===== src/rtl/b2b_pkg.sv =====
// Shared types and helpers for the board-to-board event router.
// Word classification and saturating counter arithmetic.
package b2b_pkg;

  localparam logic [1:0] META_HEADER = 2'b10;
  localparam logic [1:0] META_FOOTER = 2'b01;

  typedef enum logic [1:0] {
    IDLE,
    REQ,
    STREAM,
    DROP
  } input_state_t;

  function automatic logic is_header(
    input logic       meta,
    input logic [1:0] kind
  );
    return meta && (kind == META_HEADER);
  endfunction

  function automatic logic is_footer(
    input logic       meta,
    input logic [1:0] kind
  );
    return meta && (kind == META_FOOTER);
  endfunction

  function automatic logic [31:0] sat_inc(
    input logic [31:0] v,
    input logic [31:0] max_v
  );
    return (v == max_v) ? v : v + 32'd1;
  endfunction

endpackage


===== src/rtl/b2b_rr_allocator.sv =====
// Round-robin output allocator: grants one requester per cycle whose
// destination mask does not touch any currently locked output.
module b2b_rr_allocator #(
  parameter int NI = 4,
  parameter int NO = 14,
  parameter int PW = 2
) (
  input  logic [NI-1:0]         req_i,
  input  logic [NI-1:0][NO-1:0] mask_i,
  input  logic [NO-1:0]         locked_i,
  input  logic [PW-1:0]         ptr_i,
  output logic [NI-1:0]         gnt_o,
  output logic [PW-1:0]         ptr_o
);

  logic found;

  always_comb begin
    gnt_o = '0;
    ptr_o = ptr_i;
    found = 1'b0;
    for (int k = 0; k < NI; k++) begin
      for (int i = 0; i < NI; i++) begin
        if (!found && (i == (int'(ptr_i) + k) % NI) && req_i[i]
            && ((mask_i[i] & locked_i) == '0)) begin
          found    = 1'b1;
          gnt_o[i] = 1'b1;
          ptr_o    = PW'((i + 1) % NI);
        end
      end
    end
  end

endmodule


===== src/rtl/b2b_event_router.sv =====
// Routes whole events from cluster inputs to board outputs with
// per-event output locking, multicast masks and round-robin grants.
module b2b_event_router
  import b2b_pkg::*;
#(
  parameter int DATA_WIDTH  = 65,
  parameter int NUM_INPUTS  = 4,
  parameter int NUM_OUTPUTS = 14,
  parameter int CNT_WIDTH   = 16
) (
  input  logic                                   clock,
  input  logic                                   reset,
  input  logic [NUM_INPUTS-1:0][DATA_WIDTH-1:0]  in_data,
  input  logic [NUM_INPUTS-1:0]                  in_valid,
  output logic [NUM_INPUTS-1:0]                  in_ready,
  output logic [NUM_OUTPUTS-1:0][DATA_WIDTH-1:0] out_data,
  output logic [NUM_OUTPUTS-1:0]                 out_wren,
  input  logic [NUM_OUTPUTS-1:0]                 out_almost_full,
  output logic [CNT_WIDTH-1:0]                   drop_count,
  output logic [CNT_WIDTH-1:0]                   err_count
);

  localparam int NI = NUM_INPUTS;
  localparam int NO = NUM_OUTPUTS;
  localparam int PW = (NI > 1) ? $clog2(NI) : 1;
  localparam logic [31:0] CNT_MAX = 32'((64'd1 << CNT_WIDTH) - 64'd1);

  input_state_t st_q [NI];
  input_state_t st_d [NI];

  logic [NI-1:0][NO-1:0] mask_q, mask_d, hdr_mask;
  logic [NI-1:0]         first_q, first_d;
  logic [NI-1:0]         hdr, ftr, req, gnt, rdy, acc;
  logic [NO-1:0]         locked_q, locked_d;
  logic [PW-1:0]         ptr_q, ptr_d;
  logic [CNT_WIDTH-1:0]  drop_q, drop_d, err_q, err_d;

  logic [NO-1:0][DATA_WIDTH-1:0] data_q, data_d;
  logic [NO-1:0]                 wren_q, wren_d;

  always_comb begin
    hdr      = '0;
    ftr      = '0;
    req      = '0;
    hdr_mask = '0;
    for (int i = 0; i < NI; i++) begin
      hdr[i] = is_header(in_data[i][DATA_WIDTH-1],
                         in_data[i][DATA_WIDTH-2 -: 2]);
      ftr[i] = is_footer(in_data[i][DATA_WIDTH-1],
                         in_data[i][DATA_WIDTH-2 -: 2]);
      hdr_mask[i] = in_data[i][NO-1:0];
      req[i] = (st_q[i] == REQ) && in_valid[i];
    end
  end

  b2b_rr_allocator #(
    .NI(NI),
    .NO(NO),
    .PW(PW)
  ) u_alloc (
    .req_i   (req),
    .mask_i  (hdr_mask),
    .locked_i(locked_q),
    .ptr_i   (ptr_q),
    .gnt_o   (gnt),
    .ptr_o   (ptr_d)
  );

  always_comb begin
    st_d     = st_q;
    mask_d   = mask_q;
    first_d  = first_q;
    locked_d = locked_q;
    drop_d   = drop_q;
    err_d    = err_q;
    rdy      = '0;
    acc      = '0;
    for (int i = 0; i < NI; i++) begin
      unique case (st_q[i])
        IDLE, DROP: begin
          if (in_valid[i]) begin
            if (hdr[i]) begin
              if (st_q[i] == DROP)
                err_d = CNT_WIDTH'(sat_inc(32'(err_d), CNT_MAX));
              if (hdr_mask[i] != '0) begin
                st_d[i] = REQ;
              end else begin
                rdy[i]  = 1'b1;
                st_d[i] = DROP;
              end
            end else begin
              rdy[i] = 1'b1;
              if (st_q[i] == IDLE) begin
                err_d = CNT_WIDTH'(sat_inc(32'(err_d), CNT_MAX));
              end else if (ftr[i]) begin
                st_d[i] = IDLE;
                drop_d  = CNT_WIDTH'(sat_inc(32'(drop_d), CNT_MAX));
              end
            end
          end
        end
        REQ: begin
          if (gnt[i]) begin
            st_d[i]    = STREAM;
            mask_d[i]  = hdr_mask[i];
            first_d[i] = 1'b1;
            locked_d   = locked_d | hdr_mask[i];
          end
        end
        STREAM: begin
          // Only the granted header may pass; a later one means a lost footer.
          if (in_valid[i] && hdr[i] && !first_q[i]) begin
            st_d[i]  = REQ;
            locked_d = locked_d & ~mask_q[i];
            err_d    = CNT_WIDTH'(sat_inc(32'(err_d), CNT_MAX));
          end else if (in_valid[i]
                       && ((mask_q[i] & out_almost_full) == '0)) begin
            rdy[i]     = 1'b1;
            acc[i]     = 1'b1;
            first_d[i] = 1'b0;
            if (ftr[i]) begin
              st_d[i]  = IDLE;
              locked_d = locked_d & ~mask_q[i];
            end
          end
        end
        default: st_d[i] = IDLE;
      endcase
    end
  end

  always_comb begin
    wren_d = '0;
    data_d = data_q;
    for (int i = 0; i < NI; i++) begin
      for (int o = 0; o < NO; o++) begin
        if (acc[i] && mask_q[i][o]) begin
          wren_d[o] = 1'b1;
          data_d[o] = in_data[i];
        end
      end
    end
  end

  always_ff @(posedge clock) begin
    if (reset) begin
      st_q     <= '{default: IDLE};
      mask_q   <= '0;
      first_q  <= '0;
      locked_q <= '0;
      ptr_q    <= '0;
      drop_q   <= '0;
      err_q    <= '0;
      data_q   <= '0;
      wren_q   <= '0;
    end else begin
      st_q     <= st_d;
      mask_q   <= mask_d;
      first_q  <= first_d;
      locked_q <= locked_d;
      ptr_q    <= ptr_d;
      drop_q   <= drop_d;
      err_q    <= err_d;
      data_q   <= data_d;
      wren_q   <= wren_d;
    end
  end

  assign in_ready   = rdy & {NI{~reset}};
  assign out_data   = data_q;
  assign out_wren   = wren_q;
  assign drop_count = drop_q;
  assign err_count  = err_q;

endmodule

===== config.mk =====
export PLATFORM = sky130hd
export DESIGN_NAME = b2b_event_router
export DESIGN_NICKNAME = d
export VERILOG_FILES = /design/src/rtl/b2b_pkg.sv /design/src/rtl/b2b_rr_allocator.sv /design/src/rtl/b2b_event_router.sv
export SDC_FILE = /design/constraint.sdc
export NUM_CORES = 2
export LEC_CHECK = 0
export ABC_AREA = 1
export BUFFER_PORTS_ARGS = -buffer_cell sky130_fd_sc_hd__buf_4
export CORE_AREA = 2 2 486 488
export CTS_BUF_LIST = sky130_fd_sc_hd__clkbuf_8 sky130_fd_sc_hd__clkbuf_16
export DETAILED_ROUTE_END_ITERATION = 6
export DIE_AREA = 0 0 488 490
export RECOVER_POWER = 100
export SETUP_SLACK_MARGIN = 0.05
export SLEW_MARGIN = 20
export SYNTH_ARGS = -nofsm -noshare
export SYNTH_HDL_FRONTEND = slang
export SYNTH_SLANG_ARGS = --single-unit

===== constraint.sdc =====
create_clock -name clock -period 6.1 [get_ports clock]
set_input_delay 1.22 -clock clock [delete_from_list [all_inputs] [get_ports clock]]
set_output_delay 1.22 -clock clock [all_outputs]
set_load 0.03 [all_outputs]

==> impl_metrics.json <==
{
  "rsz0062_at_grt": "false",
  "layout-drive-gt1-share_pct": 9.93,
  "grt_max_degree": 149,
  "critPathCaptureType": "register",
  "synth_area_um2": 68300,
  "place.gp.congestion": 1.03,
  "critPathCapture": "out_data[222]",
  "failed_checks": "DRC, capacitance limit, slew limit",
  "cts_buffers": 136,
  "grt_usage_pct": 38.0,
  "grt_pass1_wl_mm": 650,
  "ir_worst_vdd_v": 0.000280,
  "ys_top_cells_by_count": "nand2_1, o21ai_0, dfxtp_1",
  "status": "finished with violations",
  "drt_iter0_markers": 15414,
  "multi_input_area_um2": 41200,
  "drt_drc_violations_left": 6,
  "hold_violations": 0,
  "worstRegToRegCells": 13,
  "clock_skew_ps": 52.7,
  "p_per_area_nw_per_um2": 283,
  "die_x_um": 488,
  "grt_util_met1_pct": 46.3,
  "syn-num-nets": 10733,
  "clock-root-buffer": "clkbuf_16",
  "timing.rr.start": "st_q[0]",
  "p_leak_nw": 31.2,
  "postRouteAntennaNets": 0,
  "synth_cell_types": 68,
  "ys.flop_type": "dfxtp_1",
  "finalMaxSlewViolations": 705,
  "area_growth_pct": 20.9,
  "clk_latency_ps": 840,
  "drt_pre_antenna_iters": 7,
  "hold_buffers": 0,
  "core_area_um2": 234000,
  "pin_count": 1240,
  "clk_path_buf_depth": 3,
  "max_freq_mhz": 168,
  "synth_warnings": 0,
  "synth_edf_count": 0,
  "met3_usage_pct": 13.7,
  "tritoncts": "built",
  "grt_pass1_vias": 79351,
  "hpwlAfterDp_mm": 328,
  "crit_type": "in2reg",
  "worstPathRequired_ps": 6800,
  "drt-total-wl_mm": 478,
  "synth_area_leader_cell": "dfxtp_1",
  "seq_area_frac_synth_pct": 30.5,
  "async_reset_ff_share_pct": 0,
  "fin_setup_tns_ps": 0,
  "max_slew_margin_pct": -50.6,
  "die-area_um2": 239000,
  "tightestPinTransition_ps": 2260,
  "utilization_pct": 35.3,
  "worst-path-max-fanout": 128,
  "num-nets-final": 11385,
  "crit_start": "out_almost_full[11]",
  "hp-class": "reg2reg",
  "cap_viol_max_count": 12,
  "n_fill_cell": 26198,
  "ys_seq_elements": 1040,
  "synth_area_leaders": "dfxtp_1, nand2_1, o21ai_0",
  "portBuffers": 1239,
  "antenna_found_initial": 55,
  "avgSynthCellArea_um2": 6.55,
  "wl_per_cell_um": 33.3,
  "fin_hold_ws_ps": 466,
  "rrSetupSlack_ps": 220,
  "setup_violations": 0,
  "cp-start-kind": "input pin",
  "cts_htree_levels": 4,
  "clock_sink_count": 1040,
  "yosysTopAreaCellShare_pct": 30.5,
  "start_util_pct": 29.2,
  "grtUsageMet2_pct": 53.2,
  "fp.dieH_um": 490,
  "via_per_inst": 6.20,
  "worst_r2r_endpoint": "out_data[474]",
  "synthMostInstantiatedCell": "nand2_1",
  "syn_inst": 10427,
  "top_usage_layer": "met2",
  "gr-total-overflow": 0,
  "regArea_um2": 20800,
  "critPathArrivalTime_ps": 6660,
  "floorplan.rows": 178,
  "clkTransAtPathRegs_ps": 60,
  "min_period_ps": 5960,
  "period_share_pct": 97.6,
  "vias": 89116
}
[how the worst min path moves through the flow]
stage | startpoint | to | cells past startpoint
6_report | mask_q[55] | mask_q[55] | 2
2_1_floorplan | mask_q[51] | mask_q[51] | 2
3_3_place_gp | out_data[539] | out_data[539] | 1
4_1_cts | mask_q[55] | mask_q[55] | 2
5_1_grt | out_data[617] | out_data[617] | 2
3_5_place_dp | mask_q[55] | mask_q[55] | 2
[metal layers]
| metal | part of all wire [%] | vias to the layer above | routed length (um) |
|---|---|---|---|
| li1 | - | 38341 | - |
| met1 | 36 | 41527 | 173000 |
| met2 | 39 | 7332 | 188000 |
| met3 | 14 | 1882 | 67200 |
| met4 | 10 | 34 | 49600 |
| met5 | 0.049 | - | 234 |
[flip-flops by register name, summed over array words and instances, names as in the netlist]
register / cells
out_data: 910
mask_q: 56
drop_count: 16
err_count: 16
locked_q: 14
out_wren: 14
st_q: 8
first_q: 4
ptr_q: 2
[cell usage in the layout, fill, tap and decap left out, types with 42 or more instances in the layout]
cell type	n
a21oi_1	461
a221oi_1	80
a31oi_1	234
a32o_1	259
buf_12	68
buf_4	557
clkbuf_1	975
clkbuf_16	139
dfxtp_1	1040
diode_2	42
inv_1	569
nand2_1	2605
nand3_1	749
nand4_1	58
nor2_1	416
o2111ai_1	390
o211ai_1	654
o21a_1	112
o21ai_0	1246
or2_2	60
[per-stage QoR]
step | area (um2) | setup WS [ps] | power [mW] | cells
finish | 82500 | 144 | 23.3 | 14375
global route | 82400 | 64.0 | 23.9 | 14347
CTS | 86400 | 438 | 23.2 | 14329
detailed placement | 81600 | 4.36 | 14.6 | 14087
global placement | 81600 | 102 | 14.7 | 14087
floorplan | 68300 | 565 | 11.4 | 10427
[cells by family (layout without fill, tap and decap cells)]
family	count (synthesis)	in the layout	synth area share [%]
buffers and inverters	1718	2474	9.58
XOR/XNOR	13	13	0.266
AO/OA/AOI/OAI	3558	3558	34.2
AND/OR/NAND/NOR	4072	4072	25.0
flip-flops	1040	1040	30.5
other	0	42	0
adder cells (fa/ha/maj)	26	26	0.477
[timing repair]
item                                    in CTS  in global routing
resized for setup                            0                  3
endpoints found under the setup margin       0                 16
buffers inserted                             0                  3
[power breakdown]
part	total (mW)	internal (mW)	switching [mW]
Sequential	7.69	7.18	0.508
Combinational	6.94	1.88	5.06
Clock	8.70	5.04	3.67
[critical path, stage by stage]
cell       delay (ps)
clkbuf_1          140
inv_1             330
o21ai_0           260
a221oi_1          260
nand2_1           110
a2111oi_0         540
clkbuf_1          370
nand2_1           380
clkbuf_1          420
o21ai_0           300
nor2_1            150
inv_6              60
clkbuf_4         1340
o21ai_0           190
a31oi_1           230
[area by class of cell]
cell class | instances | share of cell area (%)
diodes | 42 | 0.127
clock buffers | 175 | 4.82
clock inverters | 67 | 0.889
inverters | 601 | 2.86
multi-input cells | 7669 | 49.9
flip-flops and latches | 1040 | 25.2
well taps | 3150 | 4.78
repair buffers | 1630 | 11.4
repair inverters | 1 | 0.00607
(Power assumes the default switching activity.)
